==> src/rtl/rv32im_icache_assoc_pkg.sv <==
// Shared widths, address-field positions and controller state encoding for
// the set-associative instruction cache.
package rv32im_icache_assoc_pkg;

    localparam int XLEN             = 32;
    localparam int ILEN             = 32;
    localparam int LINE_LEN         = 2;
    localparam int SET_LEN          = 2;
    localparam int WAY_LEN          = 1;
    localparam int UNUSED_ADDR_BITS = 10;

    localparam int WORDS     = 1 << LINE_LEN;
    localparam int SETS      = 1 << SET_LEN;
    localparam int WAYS      = 1 << WAY_LEN;
    localparam int TAG_WIDTH = XLEN - 2 - LINE_LEN - SET_LEN - UNUSED_ADDR_BITS;
    localparam int RAM_AW    = WAY_LEN + SET_LEN + LINE_LEN;

    localparam int OFF_LO = 2;
    localparam int OFF_HI = LINE_LEN + 1;
    localparam int IDX_LO = LINE_LEN + 2;
    localparam int IDX_HI = SET_LEN + LINE_LEN + 1;
    localparam int TAG_LO = IDX_HI + 1;
    localparam int TAG_HI = XLEN - 1 - UNUSED_ADDR_BITS;

    typedef enum logic [2:0] {
        ST_IDLE   = 3'd0,
        ST_ARB    = 3'd1,
        ST_FILL   = 3'd2,
        ST_FINISH = 3'd3,
        ST_REPLY  = 3'd4
    } state_e;

    // Data RAM word address: way selects the bank, then set, then word in line.
    function automatic logic [RAM_AW-1:0] ram_addr(input logic [WAY_LEN-1:0]  way,
                                                    input logic [SET_LEN-1:0]  idx,
                                                    input logic [LINE_LEN-1:0] off);
        return {way, idx, off};
    endfunction

endpackage

==> src/rtl/rv32im_icache_assoc_bram.sv <==
// Simple dual-port block RAM: one write port, one read port with read enable
// and a registered read output (one-cycle read latency).
module bram_dual_re #(
    parameter int ADDR_WIDTH = 5,
    parameter int DATA_WIDTH = 32
) (
    input  logic                  clk_i,
    input  logic                  we_i,
    input  logic [ADDR_WIDTH-1:0] waddr_i,
    input  logic [DATA_WIDTH-1:0] wdata_i,
    input  logic                  re_i,
    input  logic [ADDR_WIDTH-1:0] raddr_i,
    output logic [DATA_WIDTH-1:0] rdata_o
);

    logic [DATA_WIDTH-1:0] mem [0:(1<<ADDR_WIDTH)-1];

    // Write on we_i, registered read on re_i; no reset so it maps onto block RAM.
    always_ff @(posedge clk_i) begin
        if (we_i) begin
            mem[waddr_i] <= wdata_i;
        end
        if (re_i) begin
            rdata_o <= mem[raddr_i];
        end
    end

endmodule

==> src/rtl/rv32im_icache_assoc.sv <==
// Set-associative instruction cache between fetch and the Wishbone arbiter.
// Line refill over classic Wishbone reads, per-set round-robin replacement,
// fence.i flush and fault reporting for misaligned fetches / bus errors.
//
// state  | meaning
// -------+--------------------------------------------------------------
// IDLE   | accept fetches; hits and misaligned faults answered next cycle
// ARB    | miss pending, ctrl_req_o raised, waiting for ctrl_grant_i
// FILL   | Wishbone cycle open, one word written per ack_i
// FINISH | tag/valid/victim update, RAM read of the requested word
// REPLY  | instruction returned; not busy, so a new fetch is accepted
module rv32im_icache_assoc
    import rv32im_icache_assoc_pkg::*;
(
    input  logic              clk_i,
    input  logic              reset_i,
    input  logic              fetch_i,
    input  logic [XLEN-1:0]   addr_i,
    input  logic              flush_i,
    output logic [ILEN-1:0]   instruction_o,
    output logic              valid_o,
    output logic              fault_o,
    output logic              busy_o,
    output logic              ctrl_req_o,
    input  logic              ctrl_grant_i,
    input  logic [XLEN-1:0]   master_dat_i,
    input  logic              ack_i,
    input  logic              err_i,
    output logic [XLEN-3:0]   adr_o,
    output logic [3:0]        sel_o,
    output logic              stb_o,
    output logic              cyc_o
);

    state_e state_q, state_d;

    logic [LINE_LEN-1:0]  req_off;
    logic [SET_LEN-1:0]   req_idx;
    logic [TAG_WIDTH-1:0] req_tag;
    logic                 unused_addr_hi;
    logic                 misaligned;
    logic                 accept;
    logic                 hit_raw;
    logic [WAY_LEN-1:0]   hit_way;
    logic                 hit_take;
    logic                 miss_take;
    logic                 fault_take;
    logic                 fill_beat;
    logic                 fill_err;

    logic [WAYS-1:0][SETS-1:0] valid_q;
    logic [TAG_WIDTH-1:0]      tag_q    [0:WAYS-1][0:SETS-1];
    logic [WAY_LEN-1:0]        victim_q [0:SETS-1];

    logic [TAG_WIDTH-1:0] lat_tag;
    logic [SET_LEN-1:0]   lat_idx;
    logic [LINE_LEN-1:0]  lat_off;
    logic [WAY_LEN-1:0]   fill_way_q;
    logic [LINE_LEN-1:0]  word_q;
    logic                 flush_pend_q;
    logic                 resp_q;
    logic                 fault_q;

    logic                 ram_we;
    logic [RAM_AW-1:0]    ram_waddr;
    logic                 ram_re;
    logic [RAM_AW-1:0]    ram_raddr;
    logic [XLEN-1:0]      ram_rdata;

    assign req_off        = addr_i[OFF_HI:OFF_LO];
    assign req_idx        = addr_i[IDX_HI:IDX_LO];
    assign req_tag        = addr_i[TAG_HI:TAG_LO];
    assign unused_addr_hi = ^addr_i[XLEN-1:TAG_HI+1];
    assign misaligned     = (addr_i[1:0] != 2'b00);

    // REPLY is not busy, so it takes a new fetch exactly like IDLE.
    assign accept     = (state_q == ST_IDLE) || (state_q == ST_REPLY);
    assign fault_take = accept && fetch_i && misaligned;
    // A flush in the same cycle invalidates everything, so the fetch must miss.
    assign hit_take   = accept && fetch_i && !misaligned && hit_raw && !flush_i;
    assign miss_take  = accept && fetch_i && !misaligned && !(hit_raw && !flush_i);
    assign fill_err   = (state_q == ST_FILL) && err_i;
    assign fill_beat  = (state_q == ST_FILL) && ack_i && !err_i;

    // Tag compare across ways; descending scan so the lowest matching way wins.
    always_comb begin
        hit_raw = 1'b0;
        hit_way = '0;
        for (int w = WAYS - 1; w >= 0; w--) begin
            if (valid_q[WAY_LEN'(w)][req_idx] && (tag_q[WAY_LEN'(w)][req_idx] == req_tag)) begin
                hit_raw = 1'b1;
                hit_way = WAY_LEN'(w);
            end
        end
    end

    // State register.
    always_ff @(posedge clk_i or posedge reset_i) begin
        if (reset_i) begin
            state_q <= ST_IDLE;
        end else begin
            state_q <= state_d;
        end
    end

    // Next-state logic; a bus error abandons the line and returns to IDLE.
    always_comb begin
        state_d = state_q;
        unique case (state_q)
            ST_IDLE, ST_REPLY: state_d = miss_take ? ST_ARB : ST_IDLE;
            ST_ARB:            if (ctrl_grant_i) state_d = ST_FILL;
            ST_FILL: begin
                if (err_i) begin
                    state_d = ST_IDLE;
                end else if (ack_i && (&word_q)) begin
                    state_d = ST_FINISH;
                end
            end
            ST_FINISH:         state_d = ST_REPLY;
            default:           state_d = ST_IDLE;
        endcase
    end

    // Bus, handshake and RAM port outputs decoded from the current state.
    always_comb begin
        busy_o     = (state_q == ST_ARB) || (state_q == ST_FILL) || (state_q == ST_FINISH);
        ctrl_req_o = (state_q == ST_ARB) || (state_q == ST_FILL);
        cyc_o      = (state_q == ST_FILL);
        stb_o      = (state_q == ST_FILL);
        sel_o      = 4'b1111;
        adr_o      = '0;
        if (state_q == ST_FILL) begin
            adr_o = {{UNUSED_ADDR_BITS{1'b0}}, lat_tag, lat_idx, word_q};
        end
        valid_o    = resp_q || (state_q == ST_REPLY);
        fault_o    = fault_q;
        ram_we     = fill_beat;
        ram_waddr  = ram_addr(fill_way_q, lat_idx, word_q);
        ram_re     = hit_take || (state_q == ST_FINISH);
        ram_raddr  = ram_addr(hit_way, req_idx, req_off);
        if (state_q == ST_FINISH) begin
            ram_raddr = ram_addr(fill_way_q, lat_idx, lat_off);
        end
    end

    // Miss bookkeeping, valid bits, replacement pointers and response pulses.
    always_ff @(posedge clk_i or posedge reset_i) begin
        if (reset_i) begin
            valid_q      <= '0;
            lat_tag      <= '0;
            lat_idx      <= '0;
            lat_off      <= '0;
            fill_way_q   <= '0;
            word_q       <= '0;
            flush_pend_q <= 1'b0;
            resp_q       <= 1'b0;
            fault_q      <= 1'b0;
            for (int s = 0; s < SETS; s++) begin
                victim_q[s] <= '0;
            end
        end else begin
            resp_q  <= hit_take || fault_take || fill_err;
            fault_q <= fault_take || fill_err;

            if (miss_take) begin
                lat_tag      <= req_tag;
                lat_idx      <= req_idx;
                lat_off      <= req_off;
                fill_way_q   <= victim_q[req_idx];
                word_q       <= '0;
                flush_pend_q <= 1'b0;
            end else if (busy_o && flush_i) begin
                flush_pend_q <= 1'b1;
            end

            if (fill_beat) begin
                word_q <= word_q + LINE_LEN'(1);
            end

            // The victim way is invalidated as soon as its RAM starts being
            // overwritten, so an aborted fill never leaves a stale-valid line.
            if (flush_i) begin
                valid_q <= '0;
            end else if (miss_take) begin
                valid_q[victim_q[req_idx]][req_idx] <= 1'b0;
            end else if ((state_q == ST_FINISH) && !flush_pend_q) begin
                valid_q[fill_way_q][lat_idx] <= 1'b1;
            end

            if (state_q == ST_FINISH) begin
                victim_q[lat_idx] <= fill_way_q + WAY_LEN'(1);
            end
        end
    end

    // Tag store; only meaningful where the matching valid bit is set.
    always_ff @(posedge clk_i) begin
        if (state_q == ST_FINISH) begin
            tag_q[fill_way_q][lat_idx] <= lat_tag;
        end
    end

    bram_dual_re #(
        .ADDR_WIDTH (RAM_AW),
        .DATA_WIDTH (XLEN)
    ) u_data_ram (
        .clk_i   (clk_i),
        .we_i    (ram_we),
        .waddr_i (ram_waddr),
        .wdata_i (master_dat_i),
        .re_i    (ram_re),
        .raddr_i (ram_raddr),
        .rdata_o (ram_rdata)
    );

    assign instruction_o = ram_rdata[ILEN-1:0];

endmodule

==> config.mk <==
export PLATFORM = sky130hd
export DESIGN_NAME = rv32im_icache_assoc
export DESIGN_NICKNAME = d
export VERILOG_FILES = /design/src/rtl/rv32im_icache_assoc_pkg.sv /design/src/rtl/rv32im_icache_assoc_bram.sv /design/src/rtl/rv32im_icache_assoc.sv
export SDC_FILE = /design/constraint.sdc
export NUM_CORES = 1
export LEC_CHECK = 0
export ABC_AREA = 1
export BUFFER_PORTS_ARGS = -buffer_cell sky130_fd_sc_hd__buf_2
export CORE_ASPECT_RATIO = 0.75
export CORE_MARGIN = 2
export CORE_UTILIZATION = 64
export DETAILED_ROUTE_END_ITERATION = 12
export GPL_ROUTABILITY_DRIVEN = 0
export PLACE_DENSITY = 0.82
export REMOVE_ABC_BUFFERS = 1
export SLEW_MARGIN = 40
export SYNTH_ARGS = -nofsm -noshare
export SYNTH_HDL_FRONTEND = slang
export SYNTH_SLANG_ARGS = --single-unit
export TNS_END_PERCENT = 1
==> constraint.sdc <==
create_clock -name clk_i -period 9.1 [get_ports clk_i]
set_input_delay 0.91 -clock clk_i [delete_from_list [all_inputs] [get_ports clk_i]]
set_output_delay 0.91 -clock clk_i [all_outputs]
set_load 0.01 [all_outputs]
==> out/metrics.csv <==
stage,metric,value,unit
layout,drive_above_1_share,9.98,%
die,fp-row-count,85,
clock_tree,cts_hold_buf,0,
logic_synthesis,synth-seq-cells,1157,
routing,wl_per_cell,24.4,microns
logic_synthesis,synth-seq-area-share,74.5,%
routing,wl,117000,microns
sta,tightest_slew,930,ps
logic_synthesis,ys_dominant_reg_cell,edfxtp_1,
run,maxCapViolCount,0,
worst_setup_path,worstSetupPathType,reg2reg,
die,ioPinCount,143,
layout,final_common_cell,edfxtp_1,
placed_design,preCtsSetupSlack,4360,ps
die,die_h,237,microns
placed_design,dp_hpwl,55900,microns
power,finalPower,13.1,mW
outcome,status,"complete, but fails checks",
clock_tree,path_clk_slew,70,ps
logic_synthesis,syn_area_per_cell,12.5,sq um
sta,timing.hold.ws,363,ps
layout,fin_util,71.6,%
global_route,antenna_found_initial,4,
layout,layout.nets,3825,
routing,initialDrtViolationCount,5500,
global_route,grt_use_total,31.2,%
power,peakVddDrop,0.000166,V
global_route,grt_max_degree,172,
clock_tree,root_buffer,clkbuf_16,
logic_synthesis,syn_area,0.0464,sq mm
clock_tree,post_cts.repair.setup_buffers,0,
routing,drc,1,
sta,hold_viol_final,0,
logic_synthesis,ys_types,29,
routing,final_antenna_net_count,0,
worst_setup_path,crit_start,state_q[2]$_DFFE_PP0P_,
routing,num_vias,30779,
routing,vias_per_cell,6.42,
worst_setup_path,cp-start-kind,register,
logic_synthesis,synth.largest_area_cell,edfxtp_1,
clock_tree,htreeDepth,3,
clock_tree,numClockSinks,1157,
die,chipWidth,315,microns
clock_tree,clk_latency,690,ps
sta,fin_crit_sh,48.2,%
global_route,grt_pass1_wl,174000,microns
routing,first_pass_iters,10,
global_route,grt_pass1_vias,29135,
sta,maxSlewHeadroom,38.0,%
worst_setup_path,cp-end-kind,register,
power,power.density,254,mW/mm^2
die,floorplan.initialDensity,64.7,%
logic_synthesis,yosysWarnings,0,
worst_setup_path,r2r_start,state_q[2]$_DFFE_PP0P_,
clock_tree,tritoncts,done,
sta,worst_slack,4720,ps
sta,slew_viol_final,0,
worst_setup_path,crit_fanout,171,
sta,fin_skew,20.5,ps
die,coreArea,0.0718,sq mm
worst_setup_path,worstPathRequired,9590,ps
outcome,violations,design-rule violations,
layout,area_delta_synth_final,10.8,%
logic_synthesis,ys_top_cells_by_area,"edfxtp_1 (72%), nor2_1 (6.3%), o21ai_0 (5.6%)",
logic_synthesis,synth-edff-count,1120,
sta,max_freq,228,MHz
die,die_area,0.0747,sq mm
sta,setup_violations,0,
sta,rsz0062_at_grt,false,
layout,layout_common_cells,"edfxtp_1 (1120), nor2_1 (751), o21ai_0 (516)",
global_route,gr-total-overflow,0,
clock_tree,cts_resized,0,
logic_synthesis,synth_top_area_share,72.5,%
placed_design,port_buffers,118,
clock_tree,clock_path_buffers,3,
logic_synthesis,netlist_instances,3699,
worst_setup_path,cp.arrival,4880,ps
sta,period_minus_slack,4380,ps
power,p_leak,17.5,nW
clock_tree,numCtsBuffers,104,
logic_synthesis,synthArstFlopShare,3.20,%
worst_hold_path,min_path_type,in2async,
[worst max-delay path, cell delays in order (launching register included)]
cell,delay (ps)
dfrtp_1,420
inv_2,70
nand2_2,60
nor2_4,220
inv_2,220
nand2_1,220
nand2_8,340
inv_12,680
buf_12,460
buf_16,430
nor2_1,80
nor2_1,90
o21ai_0,110
o211ai_1,170
nand3_1,120
nand2_1,110
nand2_1,60
nand2_1,210
[cell families (layout without fill, tap and decap cells)]
kind of cell             Yosys count  in the layout  share of synthesized area (%)
flip-flops                      1157           1157                           74.5
adder cells (fa/ha/maj)            4              4                          0.108
buffers and inverters            349            474                           3.48
AO/OA/AOI/OAI                    851            851                           10.6
AND/OR/NAND/NOR                 1336           1336                           11.3
other                              2             15                         0.0162
[routing by layer]
metal | GRT usage (%) | vias to the layer above | part of all wire, %
met1 | 44.4 | 14739 | 37
met2 | 47.3 | 2232 | 46
met4 | 13.7 | 6 | 4.3
met3 | 6.21 | 385 | 13
li1 | - | 13417 | -
met5 | 0 | - | 0.037
[path summary, 6_finish.rpt]
check,cells after the start,to,slack (ps)
worst max-delay path,17,u_data_ram.rdata_o[20]$_DFFE_PP_,4720
worst min-delay path,3,lat_tag[5]$_DFFE_PP0P_,360
worst max register to register,17,u_data_ram.rdata_o[20]$_DFFE_PP_,4720
worst min register to register,2,lat_off[0]$_DFFE_PP0P_,520
max in group asynchronous,3,lat_tag[14]$_DFFE_PP0P_,8360
min in group clk_i,3,lat_off[0]$_DFFE_PP0P_,450
[cells in the mapped netlist, types with 2 or more instances]
master and n:
edfxtp_1 1120, nor2_1 784, o21ai_0 517, nand2_1 375, o211ai_1 257, nand3_1 166
clkbuf_1 98, buf_2 94, inv_1 94, buf_4 44, a21oi_1 39, dfrtp_1 37
o21ai_1 32, buf_1 8, inv_2 8, ha_1 4, buf_6 3, nand2_2 3
nand4_1 3, a21o_1 2, conb_1 2, nor3_1 2
[report_power, final]
part / switching [mW] / total (mW) / internal [mW]
sequential: 0.124 / 6.20 / 6.07
combinational: 1.78 / 2.46 / 0.683
clock: 1.92 / 4.42 / 2.50
total: 3.82 / 13.1 / 9.26
[registers in the layout, indices dropped and copies added, names as in the netlist]
| signal | flops |
|---|---|
| tag_q | 64 |
| state_q | 3 |
| u_data_ram.rdata_o | 32 |
| fill_way_q | 1 |
| word_q | 2 |
| u_data_ram.mem | 1024 |
| lat_idx | 2 |
| lat_tag | 16 |
| flush_pend_q | 1 |
| lat_off | 2 |
| resp_q | 1 |
| valid_q | 4 |
| victim_q | 4 |
| fault_o | 1 |
[cell type report]
type	instances	area, sq um
tap	957	1200
clock buffer	128	2760
inverter	102	402
timing repair buffer	180	1270
fill	4298	20400
antenna	1	2.50
sequential	1157	34600
multi-input combinational	2205	10600
clock inverter	64	671
[stage by stage]
stage | std cells | cell area, sq um | setup TNS, ps
2_1_floorplan | 3464 | 45200 | -95640
3_3_place_gp | 4593 | 47800 | 0
3_5_place_dp | 4599 | 48000 | 0
4_1_cts | 4791 | 51400 | 0
5_1_grt | 4794 | 51400 | 0
6_report | 4794 | 51400 | 0
No activity file was read; power rests on OpenSTA's default activity.
